===== src/rtl/wb_regfile_if.sv =====
// Write-back and read-port bundle for wb_regfile: master drives writes and read indices, slave returns data/status.
interface wb_regfile_if;
  logic        wb_valid;
  logic        wb_ready;
  logic [4:0]  wb_addr;
  logic [31:0] wb_data;
  logic        stall;
  logic [4:0]  ra_addr;
  logic [4:0]  rb_addr;
  logic [31:0] ra_data;
  logic [31:0] rb_data;
  logic        pend;
  logic [15:0] commit_cnt;

  modport master (
    output wb_valid, wb_addr, wb_data, stall, ra_addr, rb_addr,
    input  wb_ready, ra_data, rb_data, pend, commit_cnt
  );

  modport slave (
    input  wb_valid, wb_addr, wb_data, stall, ra_addr, rb_addr,
    output wb_ready, ra_data, rb_data, pend, commit_cnt
  );
endinterface


===== src/rtl/wb_regfile.sv =====
// 32x32 register file with a one-entry pending write stage: commit one edge after capture, combinational bypassed reads.
// Backpressure: wb_ready drops only while a write is pending and stall holds it.
module wb_regfile (
  input  logic         clk,
  input  logic         rst_n,
  wb_regfile_if.slave  bus
);

  localparam logic [0:0] IDLE = 1'b0;
  localparam logic [0:0] PEND = 1'b1;

  logic [0:0]  state;
  logic [4:0]  p_addr;
  logic [31:0] p_data;
  logic [15:0] commit_cnt;
  logic [31:0] regs [32];

  logic xfer;
  logic commit;
  logic ready;

  assign ready  = (state == IDLE) || !bus.stall;
  assign xfer   = bus.wb_valid && ready;
  assign commit = (state == PEND) && !bus.stall;

  assign bus.wb_ready   = ready;
  assign bus.pend       = (state == PEND);
  assign bus.commit_cnt = commit_cnt;

  always_ff @(posedge clk or negedge rst_n) begin
    if (!rst_n) begin
      state <= IDLE;
    end else if (xfer) begin
      state <= PEND;
    end else if (commit) begin
      state <= IDLE;
    end
  end

  always_ff @(posedge clk or negedge rst_n) begin
    if (!rst_n) begin
      p_addr <= '0;
      p_data <= '0;
    end else if (xfer) begin
      p_addr <= bus.wb_addr;
      p_data <= bus.wb_data;
    end
  end

  always_ff @(posedge clk or negedge rst_n) begin
    if (!rst_n) begin
      commit_cnt <= '0;
    end else if (commit) begin
      commit_cnt <= commit_cnt + 16'd1;
    end
  end

  // Writes to r0 still count as commits but never touch storage.
  always_ff @(posedge clk or negedge rst_n) begin
    if (!rst_n) begin
      for (int i = 0; i < 32; i++) begin
        regs[i] <= '0;
      end
    end else if (commit && (p_addr != 5'd0)) begin
      regs[p_addr] <= p_data;
    end
  end

  always_comb begin
    bus.ra_data = regs[bus.ra_addr];
    if (bus.ra_addr == 5'd0) begin
      bus.ra_data = '0;
    end else if ((state == PEND) && (bus.ra_addr == p_addr)) begin
      bus.ra_data = p_data;
    end
  end

  always_comb begin
    bus.rb_data = regs[bus.rb_addr];
    if (bus.rb_addr == 5'd0) begin
      bus.rb_data = '0;
    end else if ((state == PEND) && (bus.rb_addr == p_addr)) begin
      bus.rb_data = p_data;
    end
  end

endmodule


===== src/flat_wrapper.sv =====
// flat-port wrapper written by rule: the top's interface ports become plain ports
module wb_regfile_flat 
  (clk, rst_n, bus_wb_valid, bus_wb_addr, bus_wb_data, bus_stall, bus_ra_addr, bus_rb_addr, bus_wb_ready, bus_ra_data, bus_rb_data, bus_pend, bus_commit_cnt);
  wb_regfile_if bus_i ();
  input  logic clk;
  input  logic rst_n;
  input wire logic [$bits(bus_i.wb_valid)-1:0] bus_wb_valid;
  input wire logic [$bits(bus_i.wb_addr)-1:0] bus_wb_addr;
  input wire logic [$bits(bus_i.wb_data)-1:0] bus_wb_data;
  input wire logic [$bits(bus_i.stall)-1:0] bus_stall;
  input wire logic [$bits(bus_i.ra_addr)-1:0] bus_ra_addr;
  input wire logic [$bits(bus_i.rb_addr)-1:0] bus_rb_addr;
  output wire logic [$bits(bus_i.wb_ready)-1:0] bus_wb_ready;
  output wire logic [$bits(bus_i.ra_data)-1:0] bus_ra_data;
  output wire logic [$bits(bus_i.rb_data)-1:0] bus_rb_data;
  output wire logic [$bits(bus_i.pend)-1:0] bus_pend;
  output wire logic [$bits(bus_i.commit_cnt)-1:0] bus_commit_cnt;
  assign bus_i.wb_valid = bus_wb_valid;
  assign bus_i.wb_addr = bus_wb_addr;
  assign bus_i.wb_data = bus_wb_data;
  assign bus_i.stall = bus_stall;
  assign bus_i.ra_addr = bus_ra_addr;
  assign bus_i.rb_addr = bus_rb_addr;
  assign bus_wb_ready = bus_i.wb_ready;
  assign bus_ra_data = bus_i.ra_data;
  assign bus_rb_data = bus_i.rb_data;
  assign bus_pend = bus_i.pend;
  assign bus_commit_cnt = bus_i.commit_cnt;
  wb_regfile u_core (.clk(clk), .rst_n(rst_n), .bus(bus_i));
endmodule

===== config.mk =====
export PLATFORM = sky130hd
export DESIGN_NAME = wb_regfile_flat
export DESIGN_NICKNAME = d
export VERILOG_FILES = /design/src/rtl/wb_regfile_if.sv /design/src/rtl/wb_regfile.sv /design/src/flat_wrapper.sv
export SDC_FILE = /design/constraint.sdc
export NUM_CORES = 2
export LEC_CHECK = 0
export ABC_AREA = 1
export BUFFER_PORTS_ARGS = -buffer_cell sky130_fd_sc_hd__buf_2
export CORE_MARGIN = 2
export CORE_UTILIZATION = 39
export DETAILED_ROUTE_END_ITERATION = 10
export SLEW_MARGIN = 15
export SYNTH_ARGS = -nofsm -noshare
export SYNTH_HDL_FRONTEND = slang
export SYNTH_SLANG_ARGS = --single-unit
export TNS_END_PERCENT = 30

===== constraint.sdc =====
create_clock -name clk -period 4.32 [get_ports clk]
set_input_delay 0.864 -clock clk [delete_from_list [all_inputs] [get_ports clk]]
set_output_delay 0.864 -clock clk [all_outputs]
set_load 0.02 [all_outputs]

# Word level (Yosys, flattened, before mapping)
# Index checks and enable logic that the tools add are counted.
# word_totals
n_memories	0
romBits	0
ramBits	0
in_bits	51
latchBits	0
regBits	1078
wordCells	74
# classes
mux	15
div_mod_pow	0
addsub	1
n_reduce_logical	12
n_shift	0
magnitude_cmp	4
bitwise	4
eq_ne	2
n_mul	0
# ops
cell	count
$bwmux 1024	1
$bmux 32 s5	2
$mux 32	9
$demux 32 s5	1
$ge 6x6->1 const B	3
$not 5->6	3
$add 16x1->16 const B	1
$eq 5x5->1	2
$logic_not 5->1	2
$logic_and 1x1->1	6
$lt 6x1->1 const B	1
$reduce_bool 5->1	1
$mux 1	2
$reduce_bool 2->1	1
$logic_not 1->1	1
$logic_or 1x1->1	1
$not 1->1	1

# Longest topological paths before layout
# logic_depth
depth_word	6
depth_mapped	13
mapped_depth_nobuf	10

# Worst setup path after synthesis
# OpenSTA, ideal clock, no wires.
# synth_path
kind	in2out
startpoint	input bus_ra_addr[1]
endpoint	output bus_ra_data[7]
path_slack_ps	1107
path_stages	10
t_arrival_ps	2349
required_time_ps	3456
cell_sequence	buf_2 clkinv_1 clkbuf_1 clkbuf_1 o211ai_1 nand3_1 nand3_1 nand3_1 nand2_1 a21oi_1
# synth_between
elab_chain_cells	6
word_cells_on_any_way	9
classes_between	1 x eq/ne; 5 x mux; 1 x bitwise; 2 x reduce/logical
# synth_rtl
item	line_no	rtl
from (decl)	flat_wrapper.sv:11	input wire logic [$bits(bus_i.ra_addr)-1:0] bus_ra_addr;
$not 5->6 (not written as such)	wb_regfile.sv:70	bus.ra_data = regs[bus.ra_addr];
$bmux 32 s5	wb_regfile.sv:70	
$mux 32 (not written as such) (2 in a row)	wb_regfile.sv:70	
$mux 32	wb_regfile.sv:73	end else if ((state == PEND) && (bus.ra_addr == p_addr)) begin
$mux 32 *	wb_regfile.sv:71	if (bus.ra_addr == 5'd0) begin
to (decl)	flat_wrapper.sv:14	output wire logic [$bits(bus_i.ra_data)-1:0] bus_ra_data;
# Every way passes the cells marked *; elsewhere a longest branch is shown, timed or not. The select of a mux whose other input is x is not followed.

# Worst setup path after layout
# layout_path
startpoint	register u_core.p_addr[2]
endpoint	output bus_rb_data[26]
# layout_between
elab_chain_cells	4
# layout_rtl
item	line_no	rtl
from (decl)	wb_regfile.sv:13	logic [4:0] p_addr;
from (signal assigned)	wb_regfile.sv:45	p_addr <= bus.wb_addr;
$eq 5x5->1	wb_regfile.sv:82	end else if ((state == PEND) && (bus.rb_addr == p_addr)) begin
$logic_and 1x1->1	wb_regfile.sv:82	
$mux 32	wb_regfile.sv:82	
$mux 32	wb_regfile.sv:80	if (bus.rb_addr == 5'd0) begin
to (decl)	flat_wrapper.sv:15	output wire logic [$bits(bus_i.rb_data)-1:0] bus_rb_data;
# Every way passes these cells.

==> implementation parameters <==
Parameter                              Value

CTS
  Number of H-tree branching levels    3
  Maximum clock insertion buffer count    3
  Clock-pin slew reported for the worst setup and hold paths after clock tree synthesis    roughly 0.060 ns
  Post-CTS setup repair buffer count    0
  Clock Latency Late Sink    0.79 ns
  Num CTS Buffers    120
  CTS tree    yes
  Clock tree root driver cell    clkbuf_16
  # clock sinks    ~1100

Placement
  Detailed placer's ending HPWL    141 mm
  Count of input and output buffers    132
  Final estimated routing congestion in global placement    a little under 0.9

Worst setup path
  Worst-path fanout max    24
  Category of the most critical setup path    flop to output pin
  Critical Path Source Type    flop
  Slack of the worst reg-to-reg path    approximately 1.4 ns
  Arrival time of the worst setup path    3.34 ns
  Reg-to-reg startpoint    u_core.p_addr[3]
  Capturing point of the worst reg2reg path    u_core.regs[750]
  Critical Path End Type    output pin
  Worst R2R Path Depth    6
  Required time of the critical path    3.46 ns

Routing
  Total number of vias    61600
  Via-per-instance ratio    between 5 and 6
  First-pass DRT Iterations    7
  DR DRC count    0
  Number of antenna-violating nets in the routed design    0
  Detailed-route wire length    249 mm
  WL per Instance    about 23 um
  Drt first-iter violations    7946

Timing
  Slew Limit Headroom    roughly 17%
  Fin Clk Skew    0.0404 ns
  Upper clock frequency limit    238 MHz
  Final Max Tran Viols    0
  Total negative slack for setup checks    0 ns
  Count of final hold-check violations    0
  Pin slew with the least headroom to its limit    ~1.2 ns
  Count of endpoints failing setup in the final report    0
  RSZ-0062 raised after global routing    false
  Period utilization    97.4%
  Min cycle time layout    approximately 4.2 ns

Cells and area
  Area overhead of the layout relative to synthesis    11.8%
  Total number of nets in the final design    slightly below 9000
  Commonest non-fill, non-tap cell in the layout    nand2_1
  Most frequent cells in the layout    2886 x nand2_1, 1414 x nand3_1, 1100 x o21ai_0
  Share of post-route cells with drive strength above 1    7.39%
  Total of fill cells in the finished design    15900
  Final core occ    a little over two fifths
  Antenna diode instance count    0

Die
  Area inside the core boundary    157000 um^2
  Die boundary width    401 um
  I/O pin total    133
  Height of the die    401 um
  Core Rows    145
  Initial core utilization    39.3%
  Area of the die    approximately 160000 um^2

Synthesis
  Ranking of synthesized cells by area    dfrtp_1 44%, nand2_1 18%, nand3_1 11%
  Syn nets    approximately 9000
  Largest area contributor in the synthesized netlist    dfrtp_1
  Register area share after synthesis    43.8%
  Average cell area after synthesis    between 6 and 7 um^2
  Synthesized instance count    9004
  Share of Yosys cell area claimed by the top area cell type    a little over two fifths
  Post-synthesis instance area    a little over 60000 um^2
  Count of unique library cells instantiated by Yosys    26
  Number of warnings printed during yosys synthesis    0
  Post-synthesis sequential element count    1078

GRT
  Number of antenna violations at the first check in global routing    12
  Total GRT Usage    a little under a third
  Number of global-route vias before repair    57700
  Remaining global-route overflow    0
  Global-route wire length before repair    372 mm
  Largest net degree at the start of global routing    137

Min path
  HP Class    primary input to asynchronous set/reset pin

Power
  Power Dens Cells    roughly 530 nW/um^2
  Worst vdd rail ir drop    0.364 mV
  LEAKAGE    34.5 nW

Run
  Number of maximum-capacitance constraint violations    0

Outcome
  Result of the run    completed
-- cell usage after synthesis, drive strengths merged --
cell,count
nand3,1416
nor3,15
a21oi,145
nor2,291
clkinv,2
clkbuf,529
nor4,1
xnor2,6
dfrtp,1078
inv,925
or2,46
ha,1
buf,244
nand2,2919
nand4,3
o22ai,6
o21ai,1139
o211ai,229
xor2,9
-- area by class of cell --
class / count / area (um^2) / share of cell area [%]
Clock buffer: 185 / 3650 / 5.30
Sequential cell: 1078 / 27000 / 39.2
Timing Repair Buffer: 348 / 3430 / 4.98
Inverter: 927 / 3520 / 5.11
Clock inverter: 36 / 459 / 0.667
Multi-Input combinational cell: 6226 / 28200 / 41.0
Tap cell: 2058 / 2570 / 3.74
-- where the power goes --
group	internal (mW)	switching, mW
clock	6.21	4.55
sequential	13.4	2.03
combinational	3.54	6.53
total	23.1	13.1
-- repair_timing --
item                                    4_1_cts  5_1_grt
endpoints found under the setup margin        0        1
hold buffers                                  0        0
gates resized for setup                       0        1
-- sequential cells by signal, summed over array words and instances (netlist names) --
| signal | cells |
|---|---|
| u_core.bus.commit_cnt | 16 |
| u_core.bus.pend | 1 |
| u_core.p_addr | 5 |
| u_core.p_data | 32 |
| u_core.regs | 1024 |
-- logic make-up after synthesis --
family | after synthesis | synth area share [%]
and+or+nand+nor | 4691 | 32.0
buffers and inverters | 1700 | 10.7
AOI/OAI and AO/OA | 1519 | 13.3
DFF | 1078 | 43.8
xor gates and xnor gates | 15 | 0.213
adders and majority gates | 1 | 0.0203
-- metal layers --
| metal | vias to the layer above | wire length, um | track usage, % |
|---|---|---|---|
| met2 | 3653 | 106000 | 45.9 |
| met1 | 29100 | 101000 | 40.9 |
| met4 | 8 | 13600 | 15.5 |
| li1 | 28200 | - | - |
| met5 | - | 53 | 0 |
| met3 | 682 | 27800 | 6.21 |
-- how the worst max path moves through the flow --
stage / slack (ns) / end / cells past startpoint / from
2_1_floorplan: 1.11 / bus_ra_data[7] / 10 / bus_ra_addr[1]
3_3_place_gp: 0.12 / bus_ra_data[9] / 15 / bus_ra_addr[0]
3_5_place_dp: 0.20 / bus_ra_data[9] / 15 / bus_ra_addr[0]
4_1_cts: 0.19 / bus_ra_data[9] / 15 / bus_ra_addr[0]
5_1_grt: 0.07 / bus_rb_data[26] / 8 / u_core.p_addr[3]
6_report: 0.11 / bus_rb_data[26] / 8 / u_core.p_addr[2]
-- worst max-delay path, stage by stage, from the launching register on --
cell and delay, ns:
dfrtp_1 0.49, inv_1 0.31, o22ai_1 0.14, nor2_1 0.20, nand3_4 0.11, buf_4 0.29
o21ai_0 0.62, nor2_1 0.17, buf_2 0.20
-- per-stage QoR --
step / setup WS [ns] / instance area [um^2] / instances / hold slack [ns] / power, mW
2_1_floorplan: 1.11 / 61600 / 9004 / 0.429 / 22.4
3_3_place_gp: 0.121 / 64700 / 10600 / 0.365 / 25.1
3_5_place_dp: 0.198 / 64700 / 10600 / 0.366 / 25.4
4_1_cts: 0.189 / 68800 / 10900 / 0.198 / 36.2
5_1_grt: 0.0740 / 68800 / 10900 / 0.244 / 38.7
6_report: 0.113 / 68800 / 10900 / 0.215 / 36.3
Note: power is estimated with default switching activity, not from simulation.
